File: config.mk
export PLATFORM = sky130hd
export DESIGN_NAME = qpsk_frame_sync_flat
export DESIGN_NICKNAME = d
export VERILOG_FILES = /design/src/rtl/qpsk_frame_sync_if.sv /design/src/rtl/qpsk_frame_sync.sv /design/src/flat_wrapper.sv
export SDC_FILE = /design/constraint.sdc
export NUM_CORES = 1
export LEC_CHECK = 0
export ABC_AREA = 1
export BUFFER_PORTS_ARGS = -buffer_cell sky130_fd_sc_hd__buf_2
export CORE_MARGIN = 1.5
export CORE_UTILIZATION = 30
export CTS_BUF_LIST = sky130_fd_sc_hd__clkbuf_8
export DETAILED_ROUTE_END_ITERATION = 6
export GPL_ROUTABILITY_DRIVEN = 0
export SLEW_MARGIN = 40
export SYNTH_ARGS = -nofsm -noshare
export SYNTH_HDL_FRONTEND = slang
export SYNTH_SLANG_ARGS = --single-unit
export TNS_END_PERCENT = 1
File: constraint.sdc
create_clock -name clk -period 4.4 [get_ports clk]
set_input_delay 1.32 -clock clk [delete_from_list [all_inputs] [get_ports clk]]
set_output_delay 1.32 -clock clk [all_outputs]
set_load 0.01 [all_outputs]
File: src/rtl/qpsk_frame_sync_if.sv
// qpsk_frame_sync_if: byte stream handshake toward the packet/MAC layer.
// master drives data/valid, slave drives ready.
interface qpsk_frame_sync_if;
  logic [7:0] byte_data;
  logic       byte_valid;
  logic       byte_ready;

  modport master (
    output byte_data,
    output byte_valid,
    input  byte_ready
  );

  modport slave (
    input  byte_data,
    input  byte_valid,
    output byte_ready
  );
endinterface

File: src/rtl/qpsk_frame_sync.sv
// qpsk_frame_sync: sync-word hunt, payload byte packing, output FIFO.
// Optional macro SYNC_INVERT_EN adds inverted-sync (180 deg) locking.
module qpsk_frame_sync #(
  parameter logic [15:0] SYNC_WORD     = 16'h1ACF,
  parameter int          PAYLOAD_BYTES = 4,
  parameter int          MAX_ERR       = 0,
  parameter int          FIFO_DEPTH    = 4
) (
  input  logic clk,
  input  logic rst_n,
  input  logic sym_valid,
  input  logic i_bit,
  input  logic q_bit,
  qpsk_frame_sync_if.master bus,
  output logic frame_start,
  output logic frame_end,
  output logic locked,
  output logic overflow,
  input  logic clr_overflow
);

  localparam int AW = $clog2(FIFO_DEPTH);
  localparam logic [7:0] LAST = 8'(PAYLOAD_BYTES - 1);
  localparam logic [4:0] ME = 5'(MAX_ERR);
  localparam logic [AW:0] PTR_ONE = (AW + 1)'(1);

  typedef enum logic {
    HUNT    = 1'b0,
    PAYLOAD = 1'b1
  } state_t;

  state_t      state_q;
  state_t      state_d;
  logic [15:0] sr_q;
  logic [15:0] sr_new;
  logic [7:0]  acc_q;
  logic [7:0]  acc_new;
  logic [1:0]  sym_cnt_q;
  logic [7:0]  byte_cnt_q;
  logic [1:0]  d;
  logic        hit_t;
  logic        hit;
  logic        sync_hit;
  logic        byte_done;
  logic        last;
  logic [7:0]  push_byte;

  logic [7:0]  mem [FIFO_DEPTH];
  logic [AW:0] wptr_q;
  logic [AW:0] rptr_q;
  logic        empty;
  logic        full;
  logic        pop;
  logic        push_ok;
  logic        drop;

  function automatic logic [4:0] popcnt(input logic [15:0] v);
    logic [4:0] n;
    n = '0;
    for (int k = 0; k < 16; k++) begin
      n = n + {4'd0, v[k]};
    end
    return n;
  endfunction

  assign d       = {i_bit, q_bit};
  assign sr_new  = {sr_q[13:0], d};
  assign acc_new = {acc_q[5:0], d};
  assign hit_t   = popcnt(sr_new ^ SYNC_WORD) <= ME;

`ifdef SYNC_INVERT_EN
  logic inv_q;
  logic hit_i;

  assign hit_i     = popcnt(sr_new ^ ~SYNC_WORD) <= ME;
  assign hit       = hit_t || hit_i;
  assign push_byte = acc_new ^ {8{inv_q}};

  // Invert flag: true pattern wins; cleared when the frame ends.
  always_ff @(posedge clk or negedge rst_n) begin
    if (!rst_n) begin
      inv_q <= 1'b0;
    end else if (sync_hit) begin
      inv_q <= !hit_t;
    end else if (last) begin
      inv_q <= 1'b0;
    end
  end
`else
  assign hit       = hit_t;
  assign push_byte = acc_new;
`endif

  // State register.
  always_ff @(posedge clk or negedge rst_n) begin
    if (!rst_n) begin
      state_q <= HUNT;
    end else begin
      state_q <= state_d;
    end
  end

  // Next state and per-symbol events.
  always_comb begin
    state_d   = state_q;
    sync_hit  = 1'b0;
    byte_done = 1'b0;
    last      = 1'b0;
    unique case (state_q)
      HUNT: begin
        if (sym_valid && hit) begin
          sync_hit = 1'b1;
          state_d  = PAYLOAD;
        end
      end
      PAYLOAD: begin
        if (sym_valid && sym_cnt_q == 2'd3) begin
          byte_done = 1'b1;
          if (byte_cnt_q == LAST) begin
            last    = 1'b1;
            state_d = HUNT;
          end
        end
      end
      default: state_d = HUNT;
    endcase
  end

  assign locked    = (state_q == PAYLOAD);
  assign frame_end = last;

  // Shift register, accumulator and frame counters.
  always_ff @(posedge clk or negedge rst_n) begin
    if (!rst_n) begin
      sr_q        <= '0;
      acc_q       <= '0;
      sym_cnt_q   <= '0;
      byte_cnt_q  <= '0;
      frame_start <= 1'b0;
    end else begin
      frame_start <= sync_hit;
      if (state_q == HUNT && sym_valid) begin
        sr_q <= sr_new;
      end
      if (sync_hit) begin
        sym_cnt_q  <= '0;
        byte_cnt_q <= '0;
      end
      if (state_q == PAYLOAD && sym_valid) begin
        acc_q     <= acc_new;
        sym_cnt_q <= sym_cnt_q + 2'd1;
      end
      if (byte_done) begin
        byte_cnt_q <= byte_cnt_q + 8'd1;
      end
      if (last) begin
        sr_q       <= '0;
        byte_cnt_q <= '0;
      end
    end
  end

  assign empty = (wptr_q == rptr_q);
  assign full  = (wptr_q[AW] != rptr_q[AW]) &&
                 (wptr_q[AW-1:0] == rptr_q[AW-1:0]);
  assign pop     = !empty && bus.byte_ready;
  assign push_ok = byte_done && (!full || pop);
  assign drop    = byte_done && full && !pop;

  assign bus.byte_valid = !empty;
  assign bus.byte_data  = empty ? 8'h00 : mem[rptr_q[AW-1:0]];

  // FIFO storage; contents are meaningless once pointers reset.
  always_ff @(posedge clk) begin
    if (push_ok) begin
      mem[wptr_q[AW-1:0]] <= push_byte;
    end
  end

  // FIFO pointers and sticky overflow (set beats clear).
  always_ff @(posedge clk or negedge rst_n) begin
    if (!rst_n) begin
      wptr_q   <= '0;
      rptr_q   <= '0;
      overflow <= 1'b0;
    end else begin
      if (push_ok) begin
        wptr_q <= wptr_q + PTR_ONE;
      end
      if (pop) begin
        rptr_q <= rptr_q + PTR_ONE;
      end
      if (drop) begin
        overflow <= 1'b1;
      end else if (clr_overflow) begin
        overflow <= 1'b0;
      end
    end
  end

endmodule

File: src/flat_wrapper.sv
// flat-port wrapper written by rule: the top's interface ports become plain ports
module qpsk_frame_sync_flat 
#(
  parameter logic [15:0] SYNC_WORD     = 16'h1ACF,
  parameter int          PAYLOAD_BYTES = 4,
  parameter int          MAX_ERR       = 0,
  parameter int          FIFO_DEPTH    = 4
)
  (clk, rst_n, sym_valid, i_bit, q_bit, frame_start, frame_end, locked, overflow, clr_overflow, bus_byte_data, bus_byte_valid, bus_byte_ready);
  qpsk_frame_sync_if bus_i ();
  input  logic clk;
  input  logic rst_n;
  input  logic sym_valid;
  input  logic i_bit;
  input  logic q_bit;
  output logic frame_start;
  output logic frame_end;
  output logic locked;
  output logic overflow;
  input  logic clr_overflow;
  output wire logic [$bits(bus_i.byte_data)-1:0] bus_byte_data;
  output wire logic [$bits(bus_i.byte_valid)-1:0] bus_byte_valid;
  input wire logic [$bits(bus_i.byte_ready)-1:0] bus_byte_ready;
  assign bus_byte_data = bus_i.byte_data;
  assign bus_byte_valid = bus_i.byte_valid;
  assign bus_i.byte_ready = bus_byte_ready;
  qpsk_frame_sync #(.SYNC_WORD(SYNC_WORD), .PAYLOAD_BYTES(PAYLOAD_BYTES), .MAX_ERR(MAX_ERR), .FIFO_DEPTH(FIFO_DEPTH)) u_core (.clk(clk), .rst_n(rst_n), .sym_valid(sym_valid), .i_bit(i_bit), .q_bit(q_bit), .bus(bus_i), .frame_start(frame_start), .frame_end(frame_end), .locked(locked), .overflow(overflow), .clr_overflow(clr_overflow));
endmodule
# After elaboration in Yosys (flattened, before gate mapping)

Memory sizes are Yosys's and may differ from the RTL's.
Index checks and enable logic that the tools add are counted.

Memories kept: 1
Bits in writable memories: 32
Register bits after elaboration: 39
Word-level logic and storage cells: 76

Memory list:

| name       | depth | width | read ports | clocked after Yosys merged registers in | wr ports | line                  | text |
|---|---|---|---|---|---|---|---|
| u_core.mem | 4     | 8     | 1          | 0                                       | 1        | qpsk_frame_sync.sv:48 | `logic [7:0] mem [FIFO_DEPTH];` |

Equality and inequality tests: 5
Reductions and logical operators: 17
Add/sub/neg operators: 19
Muxes and demuxes: 22
Bitwise logic cells: 2
$lt $le $gt $ge: 1

Operators by type and width:

| operator                                                       | number |
|---|---|
| adder 5 x 1 -> 5 bit                                           | 14 |
| two-way mux 8 bit                                              | 4 |
| two-way mux 14 bit                                             | 2 |
| two-way mux 1 bit                                              | 13 |
| logical AND 1 bit                                              | 9 |
| inverter 9 bit                                                 | 1 |
| adder 8 x 1 -> 8 bit, second input constant                    | 1 |
| == test 8 x 2 -> 1 bit, second input constant                  | 1 |
| adder 3 x 1 -> 3 bit, second input constant                    | 2 |
| nonzero test 2 bit                                             | 3 |
| less-or-equal comparator 5 x 1 -> 1 bit, second input constant | 1 |
| two-way mux 2 bit                                              | 2 |
| == test 3 bit                                                  | 1 |
| zero test 1 bit                                                | 3 |
| nonzero test 3 bit                                             | 1 |
| adder 1 x 1 -> 2 bit                                           | 1 |
| adder 2 x 1 -> 2 bit, second input constant                    | 1 |
| == test 2 bit                                                  | 1 |
| == test 2 bit, second input constant                           | 1 |
| case mux 1 bit (2 select lines)                                | 1 |
| logical OR 1 bit                                               | 1 |
| inequality test 1 bit                                          | 1 |
| inverter 1 bit                                                 | 1 |

# Longest topological paths before layout

Gate-level depths: netlist of the first run.

Word-level depth: 23
Gate-level depth with buffers: 17
Depth with buffers taken out: 16

# Worst setup path before layout of the first run

No wires, ideal clock.

Path kind: in2reg
Start point: in i_bit
End point: reg u_core.sym_cnt_q[1]
Buffers on the path: 1
Path slack: -0.686 ns
Required time: 4.282 ns
Arrival: 4.969 ns
Cell stages on the path: 17
Cell sequence: inv_1 ha_1 fa_1 fa_1 fa_1 fa_1 inv_1 fa_1 inv_1 fa_1 nor2_1 nand3_1 nor2_1 nand2_1 buf_6 nand3_1 nand2_1

Word-level cells in the longest chain between the ends: 21

RTL lines:

| item                                    | line                   | text |
|---|---|---|
| from (decl)                             | flat_wrapper.sv:14     | `input logic i_bit;` |
| inverter 9 bit (no line)                | -                      |  |
| adder 1 x 1 -> 2 bit                    | qpsk_frame_sync.sv:61  | `n = n + {4'd0, v[k]};` |
| adder 5 x 1 -> 5 bit (14 in series)     | qpsk_frame_sync.sv:61  |  |
| less-or-equal comparator 5 x 1 -> 1 bit | qpsk_frame_sync.sv:69  | `assign hit_t = popcnt(sr_new ^ SYNC_WORD) <= ME;` |
| logical AND 1 bit                       | qpsk_frame_sync.sv:111 | `if (sym_valid && hit) begin` |
| two-way mux 1 bit                       | qpsk_frame_sync.sv:111 |  |
| two-way mux 1 bit                       | qpsk_frame_sync.sv:109 | `unique case (state_q)` |
| nonzero test 2 bit (no line)            | -                      |  |
| to (signal assigned)                    | qpsk_frame_sync.sv:151 | `sym_cnt_q <= sym_cnt_q + 2'd1;` |
| to (decl)                               | qpsk_frame_sync.sv:38  | `logic [1:0] sym_cnt_q;` |

No other way between the ends.
A chain may end at the register's enable or synchronous reset.

# Worst setup path in the final report of the first run

Start point: in q_bit
End point: reg u_core.byte_cnt_q[2]

Word-level cells in the longest chain between the ends: 21

RTL lines:

| item                                    | line                   | text |
|---|---|---|
| from (decl)                             | flat_wrapper.sv:15     | `input logic q_bit;` |
| inverter 9 bit (no line)                | -                      |  |
| adder 1 x 1 -> 2 bit                    | qpsk_frame_sync.sv:61  |  |
| adder 5 x 1 -> 5 bit (14 in series)     | qpsk_frame_sync.sv:61  |  |
| less-or-equal comparator 5 x 1 -> 1 bit | qpsk_frame_sync.sv:69  |  |
| logical AND 1 bit                       | qpsk_frame_sync.sv:111 |  |
| two-way mux 1 bit                       | qpsk_frame_sync.sv:111 |  |
| two-way mux 1 bit                       | qpsk_frame_sync.sv:109 |  |
| nonzero test 3 bit (no line)            | -                      |  |
| to (signal assigned)                    | qpsk_frame_sync.sv:154 | `byte_cnt_q <= byte_cnt_q + 8'd1;` |
| to (decl)                               | qpsk_frame_sync.sv:39  | `logic [7:0] byte_cnt_q;` |

No other way between the ends.

==> results.py, run 1 <==
metrics = {
    "critical_path": {
        "r2r_end": "u_core.byte_cnt_q[2]",
        "timing.critical_path.to": "u_core.byte_cnt_q[2]",
        "r2r_setup_slack_ns": 0.39,
        "worstRegToRegCells": 15,
        "required_ns": 4.63,
        "r2r_start": "u_core.sr_q[3]",
        "crit_arrival_ns": 5.05,
        "worst-path-max-fanout": 6,
        "crit_type": "input port to flip-flop",
        "critPathLaunchType": "input port",
        "end_kind": "flip-flop",
        "startpoint": "q_bit",
    },
    "final_layout": {
        "antennaDiodeCount": 0,
        "drive_above_1_share": 0.1771,
        "design_area_um2": 4123,
        "num-nets-final": 425,
        "fin_cells": 544,
        "syn2layout_area_growth_pct": 15.94,
    },
    "detailed_routing": {
        "viasPerCell": 4.515,
        "drtIter0Drc": 117,
        "routed_wl_mm": 6.655,
        "avgRoutedWirePerCell_um": 12.23,
        "drt-pass1-iter-count": 4,
        "postRouteAntennaNets": 0,
        "vias": 2456,
        "drc_errors": 0,
    },
    "global_routing": {
        "gr-total-overflow": 0,
        "antenna_found_initial": 0,
        "grtUsageTotal": 0.1197,
        "grt_pass1_vias": 2470,
        "grt_pass1_wl_mm": 12.01,
        "grt_max_degree": 40,
    },
    "floorplanning": {
        "boundaryPins": 20,
        "rows": 39,
        "die_area_um2": 12510,
        "die_w_um": 111.9,
        "die_h_um": 111.9,
        "start_util": 0.3101,
        "core_area_um2": 11470,
    },
    "synthesis": {
        "ys_seq_elements": 71,
        "postSynthCellCount": 373,
        "yosysSeqAreaShare": 0.5447,
        "synthFlopType": "dfrtp_1",
        "ys_async_sr_fraction": 0.5493,
        "synth.top_cell.area_share": 0.2745,
        "yosys_warnings": 0,
        "syn_area_per_cell_um2": 9.533,
        "syn_nets": 402,
        "synth_area_um2": 3556,
        "synth_edf_count": 32,
        "synth_area_leader_cell": "dfrtp_1",
        "yosysUniqueCellTypes": 27,
        "synth_area_leaders": "dfrtp_1 27%, edfxtp_1 27%, nand2_1 10%, fa_1 5.6%, nand3_1 5.6%",
    },
    "run_status": {
        "violations": "negative setup slack",
        "status": "finished with violations",
    },
    "sta": {
        "rsz0062_at_grt": "yes",
        "slew_headroom": 0.4624,
        "fmax_mhz": 207.1,
        "finalCritPeriodShare": 1.097,
        "worst_pin_slew_ns": 0.8035,
        "drv_slew": 0,
        "hold_slack_ns": 0.5175,
        "hold_viol": 0,
        "period_minus_slack_ns": 4.828,
        "setup_viol": 12,
        "setup_tns_ns": -4.785,
        "setup_slack_ns": -0.4277,
        "skew_ns": 0.01062,
    },
    "placement": {
        "dpl_cell_area_um2": 3860,
        "dp_cells": 527,
        "dp_hpwl_mm": 4.471,
        "io_buffers": 19,
    },
    "pwr": {
        "leakagePower_uw": 0.001959,
        "power_density_nw_per_um2": 802.1,
        "ir_drop_mv": 0.3752,
        "finalPower_uw": 3307,
    },
    "worst_hold_path": {
        "hp-class": "flip-flop to flip-flop",
    },
    "clock_network": {
        "htree_num_levels": 3,
        "post-cts-setup-buffers": 0,
        "cts_tree": "done",
        "root_buffer": "clkbuf_8",
        "clock-sinks": 71,
        "clock_path_buffers": 2,
        "clkTransAtPathRegs_ns": 0.08,
        "insertion_delay_ns": 0.34,
        "cts_hold_buf": 0,
        "cts_inserted_buffers": 9,
    },
    "run": {
        "drv_cap": 0,
    },
}
-- layer usage --
layer  share of wire  global-route usage  wire [µm]
met1            0.47              0.1502       3151
met2            0.48              0.1996       3169
met3           0.040             0.03756        264
met4           0.011             0.03376         70
met5               0                   0          0
-- metrics by stage --
step / utilization / setup WS, ns
after global routing: 0.3595 / -0.5542
after floorplan: - / -0.5915
after CTS: 0.3595 / -0.4917
final: 0.3595 / -0.4277
after global placement: 0.3364 / -0.9027
after detailed placement: 0.3366 / -0.9212
-- cell type report --
| class | count | area (µm²) |
|---|---|---|
| Fill cell | 1150 | 7345 |
| Inverter | 53 | 216.5 |
| Tap cell | 143 | 178.9 |
| Clock inverter | 6 | 63.81 |
| Multi-Input combinational cell | 237 | 1403 |
| Sequential cell | 71 | 1937 |
| Timing Repair Buffer | 24 | 186.4 |
| Clock buffer | 10 | 137.6 |
-- Yosys cell counts (3+ instances only) --
cell type  number
nand2_1        95
inv_1          50
nand3_1        40
dfrtp_1        39
edfxtp_1       32
nor2_1         30
o21ai_0        22
ha_1           12
fa_1           10
o22ai_1         9
nand2_2         5
buf_2           4
buf_6           4
nand3_2         3
xor2_1          3
-- worst max-delay path, cell delays in order --
cell	delay, ns
buf_12	0.11
inv_12	0.04
ha_4	0.19
fa_1	0.51
fa_1	0.42
fa_1	0.45
fa_1	0.48
inv_1	0.05
fa_2	0.33
inv_2	0.08
fa_1	0.39
nor2_1	0.09
nand3_1	0.07
nor2_1	0.13
nand2_2	0.11
clkbuf_16	0.17
nand3_2	0.05
nand2_1	0.05
-- where the power goes --
part	total (µW)	internal [µW]	leakage [µW]	switching (µW)
registers	1050	858	0.000802	188
logic	1740	769	0.00105	972
clock network	519	276	0.000109	242
-- cell families (layout without fill, tap and decap cells) --
kind of cell	count (synthesis)	in the layout	share of synthesized area
AND/OR/NAND/NOR	179	179	0.2178
adder cells (fa/ha/maj)	22	22	0.09852
buffers and inverters	65	93	0.08058
flip-flops	71	71	0.5447
XOR/XNOR	3	3	0.007391
AO/OA/AOI/OAI	33	33	0.05102
-- how the worst min path moves through the flow --
stage,startpoint,endpoint,slack (ns),cells after the start
finish,u_core.acc_q[4],u_core.mem[3][6],0.52,0
global route,u_core.sym_cnt_q[1],u_core.sym_cnt_q[1],0.54,2
CTS,u_core.sr_q[4],u_core.sr_q[6],0.52,2
detailed placement,u_core.sr_q[4],u_core.sr_q[6],0.50,2
global placement,u_core.sr_q[4],u_core.sr_q[6],0.49,2
floorplan,u_core.sr_q[9],u_core.sr_q[11],0.47,2
-- cells in the final DEF, fill, tap and decap left out, types with 11 or more instances in the layout --
cell      instances
nand2_1          94
inv_1            48
dfrtp_1          39
edfxtp_1         32
nand3_1          30
nor2_1           29
o21ai_0          22
buf_2            16
nand3_2          13
ha_1             11
-- flip-flops by register name, indices dropped and copies added, names as in the netlist --
name                cells
u_core.mem             32
u_core.sr_q            14
u_core.byte_cnt_q       8
u_core.acc_q            6
u_core.rptr_q           3
u_core.wptr_q           3
u_core.sym_cnt_q        2
u_core.frame_start      1
u_core.locked           1
u_core.overflow         1
-- repair_timing --
item,in CTS,in global routing
setup endpoints to repair,12,12
pin swaps,14,10
cloned,1,0
resized for setup,11,1
Power figures use the tool's default switching activity.
==> inputs of run 2 (changes only) <==
Settings changed: CORE_MARGIN 1.5 to 1.
==> results.py, run 2 (same netlist as run 1, synthesis figures left out) <==
metrics = {
    "run_status": {
        "status": "finished with violations",
        "violations": "negative setup slack",
    },
    "worst_hold_path": {
        "hp-class": "flip-flop to flip-flop",
    },
    "global_routing": {
        "grt_pass1_vias": 2494,
        "antenna_found_initial": 0,
        "gr-total-overflow": 0,
        "grt_pass1_wl_mm": 11.81,
        "grt_max_degree": 40,
        "grtUsageTotal": 0.1205,
    },
    "final_layout": {
        "num-nets-final": 426,
        "fin_cells": 545,
        "syn2layout_area_growth_pct": 16.15,
        "layout_common_cells": "92 x nand2_1, 48 x inv_1, 39 x dfrtp_1",
        "regArea_um2": 1937,
        "largest_reg_flops": 32,
        "n_fill_cell": 1136,
        "drive_above_1_share": 0.1841,
        "mostFrequentLayoutCell": "nand2_1",
        "utilization": 0.3602,
        "multi_input_area_um2": 1408,
        "antennaDiodeCount": 0,
    },
    "critical_path": {
        "end_kind": "flip-flop",
        "crit_arrival_ns": 5.07,
        "cp_num_buf_inv": 5,
        "r2r_end": "u_core.byte_cnt_q[2]",
        "cp_common_cell": "fa_1",
        "worstRegToRegCells": 15,
        "critPathSlowestCell": "fa_1",
        "crit_chain": "buf_8, inv_6, ha_4, fa_1, fa_1, fa_1, fa_1, inv_1, fa_2, inv_2, fa_1, nor2_1, nand3_1, nor2_2, nand2_2, clkbuf_16, nand3_2, nand2_1",
        "startpoint": "i_bit",
        "cp_top_family": "adder cells",
        "r2r_start": "u_core.sr_q[3]",
        "r2r_setup_slack_ns": 0.36,
        "worst-path-max-fanout": 6,
        "crit_type": "input port to flip-flop",
        "worstSetupPathDepth": 18,
        "cpPeakStageDelay_ns": 0.50,
        "timing.critical_path.to": "u_core.byte_cnt_q[2]",
        "critPathLaunchType": "input port",
        "required_ns": 4.64,
    },
    "sta": {
        "worst_pin_slew_ns": 0.7947,
        "setup_slack_ns": -0.4343,
        "hold_viol": 0,
        "period_minus_slack_ns": 4.834,
        "slew_headroom": 0.4682,
        "skew_ns": 0.008558,
        "finalCritPeriodShare": 1.099,
        "fmax_mhz": 206.9,
        "drv_slew": 0,
        "setup_tns_ns": -4.792,
        "setup_viol": 12,
        "rsz0062_at_grt": "yes",
    },
    "detailed_routing": {
        "top_layer": "met4",
        "wl_met1_mm": 3.143,
        "routed_wl_mm": 6.645,
        "wl_met3_um": 211,
        "avgRoutedWirePerCell_um": 12.19,
        "wl_met2_mm": 3.185,
        "viasPerCell": 4.512,
        "drtIter0Drc": 86,
        "drt-pass1-iter-count": 4,
        "drc_errors": 0,
        "vias": 2459,
        "postRouteAntennaNets": 0,
    },
    "pwr": {
        "leakagePower_uw": 0.001953,
        "p_clk_frac": 0.152,
        "finalPower_uw": 3305,
        "power_switching_uw": 1400,
        "power_frac_comb": 0.533,
        "power_density_nw_per_um2": 800.2,
        "netSwitchingFraction": 0.4237,
        "ir_drop_mv": 0.3986,
        "power_frac_seq": 0.315,
        "p_int_uw": 1905,
    },
    "clock_network": {
        "clock_path_buffers": 2,
        "root_buffer": "clkbuf_8",
        "insertion_delay_ns": 0.34,
        "htree_num_levels": 3,
        "clock-sinks": 71,
        "cts_tree": "done",
        "cts_inserted_buffers": 9,
        "clkTransAtPathRegs_ns": 0.08,
    },
    "floorplanning": {
        "core_area_um2": 11470,
        "rows": 39,
        "boundaryPins": 20,
        "die_area_um2": 12290,
        "die_w_um": 110.9,
        "start_util": 0.3101,
        "die_h_um": 110.9,
    },
    "run": {
        "drv_cap": 0,
    },
    "placement": {
        "io_buffers": 19,
        "dp_cells": 527,
        "place_ws_ns": -0.9399,
        "dp_hpwl_mm": 4.375,
    },
}
## run 2: tightest hold or removal path, stage by stage (launching register included)
cell and delay [ns]:
dfrtp_1 0.37, nand2_1 0.06, nand2_1 0.05
## run 2: layout make-up
cell class              instances  area share
flip-flops and latches         71      0.4689
multi-input cells             237      0.3408
inverters                      53     0.05301
repair buffers                 25     0.04786
well taps                     143     0.04332
clock buffers                   9     0.02999
clock inverters                 7     0.01606
## run 2: worst min-delay path by stage
stage,from,slack [ns],cells after the start,end
finish,u_core.sr_q[0],0.52,2,u_core.sr_q[2]
global route,u_core.sr_q[0],0.54,2,u_core.sr_q[2]
CTS,u_core.acc_q[4],0.52,0,u_core.mem[2][6]
detailed placement,u_core.sr_q[0],0.50,2,u_core.sr_q[2]
global placement,u_core.sr_q[4],0.49,2,u_core.sr_q[6]
floorplan,u_core.sr_q[9],0.47,2,u_core.sr_q[11]
## run 2: what timing repair did
| action | in CTS | in global routing |
|---|---|---|
| cloned | 1 | 0 |
| endpoints found under the setup margin | 12 | 12 |
| setup buffers | 1 | 0 |
| hold buffers | 0 | 0 |
| resized for setup | 10 | 7 |
| pin swaps | 14 | 4 |
## run 2: power groups by stage
stage	Sequential (µW)	Combinational, µW	Clock [µW]
floorplan	982	1320	0
global placement	1050	1640	0
detailed placement	1050	1690	0
CTS	1040	1800	516
global route	1070	2080	547
finish	1040	1760	503
## run 2: metrics by stage
stage               instance area [µm²]  hold WS (ns)
detailed placement                 3860        0.4956
global route                       4130        0.5350
global placement                   3857        0.4932
CTS                                4114        0.5171
finish                             4130        0.5169
floorplan                          3626        0.4714
## run 2: routing by layer
layer,up-vias,track usage
li1,1244,-
met4,0,0.05689
met5,-,0
met2,39,0.1992
met3,7,0.02242
met1,1169,0.1523
==> inputs of run 3 (changes only) <==
Settings changed: CORE_MARGIN 1 to 10.
==> results.py, run 3 (same netlist as run 1, synthesis figures left out) <==
metrics = {
    "pwr": {
        "power_frac_comb": 0.541,
        "p_int_uw": 1890,
        "ir_drop_mv": 0.3777,
        "netSwitchingFraction": 0.4300,
        "leakagePower_uw": 0.001948,
        "p_clk_frac": 0.151,
        "power_switching_uw": 1426,
        "power_frac_seq": 0.308,
        "power_density_nw_per_um2": 804.5,
    },
    "critical_path": {
        "crit_type": "input port to flip-flop",
        "r2r_end": "u_core.byte_cnt_q[5]",
        "r2r_start": "u_core.sr_q[3]",
        "worst-path-max-fanout": 6,
        "r2r_setup_slack_ns": 0.40,
        "worstRegToRegCells": 15,
        "critPathLaunchType": "input port",
        "crit_arrival_ns": 5.04,
        "required_ns": 4.63,
        "timing.critical_path.to": "u_core.byte_cnt_q[5]",
        "startpoint": "q_bit",
        "end_kind": "flip-flop",
    },
    "sta": {
        "skew_ns": 0.01114,
        "slew_headroom": 0.4650,
        "setup_tns_ns": -4.523,
        "setup_slack_ns": -0.4073,
        "setup_viol": 12,
        "rsz0062_at_grt": "yes",
        "hold_slack_ns": 0.5165,
        "worst_pin_slew_ns": 0.7996,
        "finalCritPeriodShare": 1.093,
        "fmax_mhz": 208.0,
        "drv_slew": 0,
        "period_minus_slack_ns": 4.807,
        "hold_viol": 0,
    },
    "final_layout": {
        "mostFrequentLayoutCell": "nand2_1",
        "drive_above_1_share": 0.1816,
        "syn2layout_area_growth_pct": 15.90,
        "largest_reg_flops": 32,
        "num-nets-final": 426,
        "layout_common_cells": "94 x nand2_1, 47 x inv_1, 39 x dfrtp_1",
        "utilization": 0.3579,
        "design_area_um2": 4121,
        "antennaDiodeCount": 0,
    },
    "detailed_routing": {
        "drc_errors": 0,
        "drtIter0Drc": 226,
        "vias": 2487,
        "routed_wl_mm": 7.053,
        "drt-pass1-iter-count": 4,
        "postRouteAntennaNets": 0,
        "viasPerCell": 4.563,
        "avgRoutedWirePerCell_um": 12.94,
    },
    "global_routing": {
        "gr-total-overflow": 0,
        "grt_pass1_wl_mm": 12.30,
        "grt_pass1_vias": 2482,
        "grt_max_degree": 40,
        "antenna_found_initial": 0,
        "grtUsageTotal": 0.09152,
    },
    "clock_network": {
        "root_buffer": "clkbuf_8",
        "cts_inserted_buffers": 9,
        "clkTransAtPathRegs_ns": 0.07,
        "insertion_delay_ns": 0.35,
        "clock_path_buffers": 2,
        "cts_tree": "done",
        "post-cts-setup-buffers": 0,
        "htree_num_levels": 3,
        "clock-sinks": 71,
    },
    "worst_hold_path": {
        "hp-class": "flip-flop to flip-flop",
        "hold_path_depth": 2,
    },
    "floorplanning": {
        "rows": 39,
        "start_util": 0.3088,
        "die_area_um2": 16610,
        "die_w_um": 128.9,
        "die_h_um": 128.9,
        "boundaryPins": 20,
        "core_area_um2": 11520,
    },
    "placement": {
        "dpl_cell_area_um2": 3867,
        "dp_hpwl_mm": 4.628,
        "io_buffers": 19,
    },
    "run_status": {
        "violations": "negative setup slack",
        "status": "finished with violations",
    },
    "run": {
        "drv_cap": 0,
    },
}
## run 3: cell types whose count changed in the layout (fill, tap and decap cells not counted), sizes merged
cell | previous run | this run
clkinv | 2 | 3
inv | 55 | 54
## run 3: per-stage QoR
stage / setup WS (ns) / total power (µW) / instances
finish: -0.4073 / 3316 / 545
global placement: -0.9011 / 2705 / 528
global route: -0.5683 / 3716 / 545
CTS: -0.4975 / 3364 / 545
detailed placement: -0.9527 / 2759 / 528
floorplan: -0.5915 / 2302 / 373
## run 3: per-layer routing
metal | part of all wire | track usage
met1 | 0.47 | 0.1159
met3 | 0.062 | 0.03573
met2 | 0.46 | 0.1456
met4 | 0.011 | 0.01873
met5 | 0 | 0
## run 3: worst max-delay path: stages
cell	delay, ns
buf_12	0.11
inv_12	0.04
ha_4	0.19
fa_1	0.44
fa_1	0.50
fa_1	0.42
fa_1	0.49
inv_1	0.05
fa_2	0.33
inv_2	0.07
fa_1	0.40
nor2_1	0.11
nand3_1	0.08
nor2_2	0.10
nand2_2	0.10
clkbuf_16	0.18
nand3_2	0.05
nand2_1	0.05
## run 3: how the worst min path moves through the flow
stage               startpoint               end  slack [ns]
6_report        u_core.sr_q[7]    u_core.sr_q[9]        0.52
5_1_grt        u_core.acc_q[4]  u_core.mem[2][6]        0.54
4_1_cts         u_core.sr_q[7]    u_core.sr_q[9]        0.52
3_5_place_dp    u_core.sr_q[0]    u_core.sr_q[2]        0.49
3_3_place_gp    u_core.sr_q[4]    u_core.sr_q[6]        0.50
2_1_floorplan   u_core.sr_q[9]   u_core.sr_q[11]        0.47
## run 3: area by class of cell
cell class / instances / area, µm²
Clock inverter: 7 / 66.31
Fill cell: 1175 / 7395
Inverter: 53 / 216.5
Clock buffer: 9 / 123.9
Sequential cell: 71 / 1937
Tap cell: 143 / 178.9
Timing Repair Buffer: 25 / 193.9
Multi-Input combinational cell: 237 / 1405
## run 3: what timing repair did
| item | CTS | global route |
|---|---|---|
| pin swaps | 13 | 4 |
| gates resized for setup | 11 | 2 |
| hold buffers | 0 | 0 |
| cloned | 1 | 0 |
| endpoints found under the setup margin | 12 | 12 |
## run 3: power by group through the flow
stage	Sequential [µW]	Combinational, µW	Clock, µW
6_report	1020	1790	502
3_3_place_gp	1030	1680	0
5_1_grt	1050	2120	546
2_1_floorplan	982	1320	0
4_1_cts	1020	1830	518
3_5_place_dp	1030	1730	0
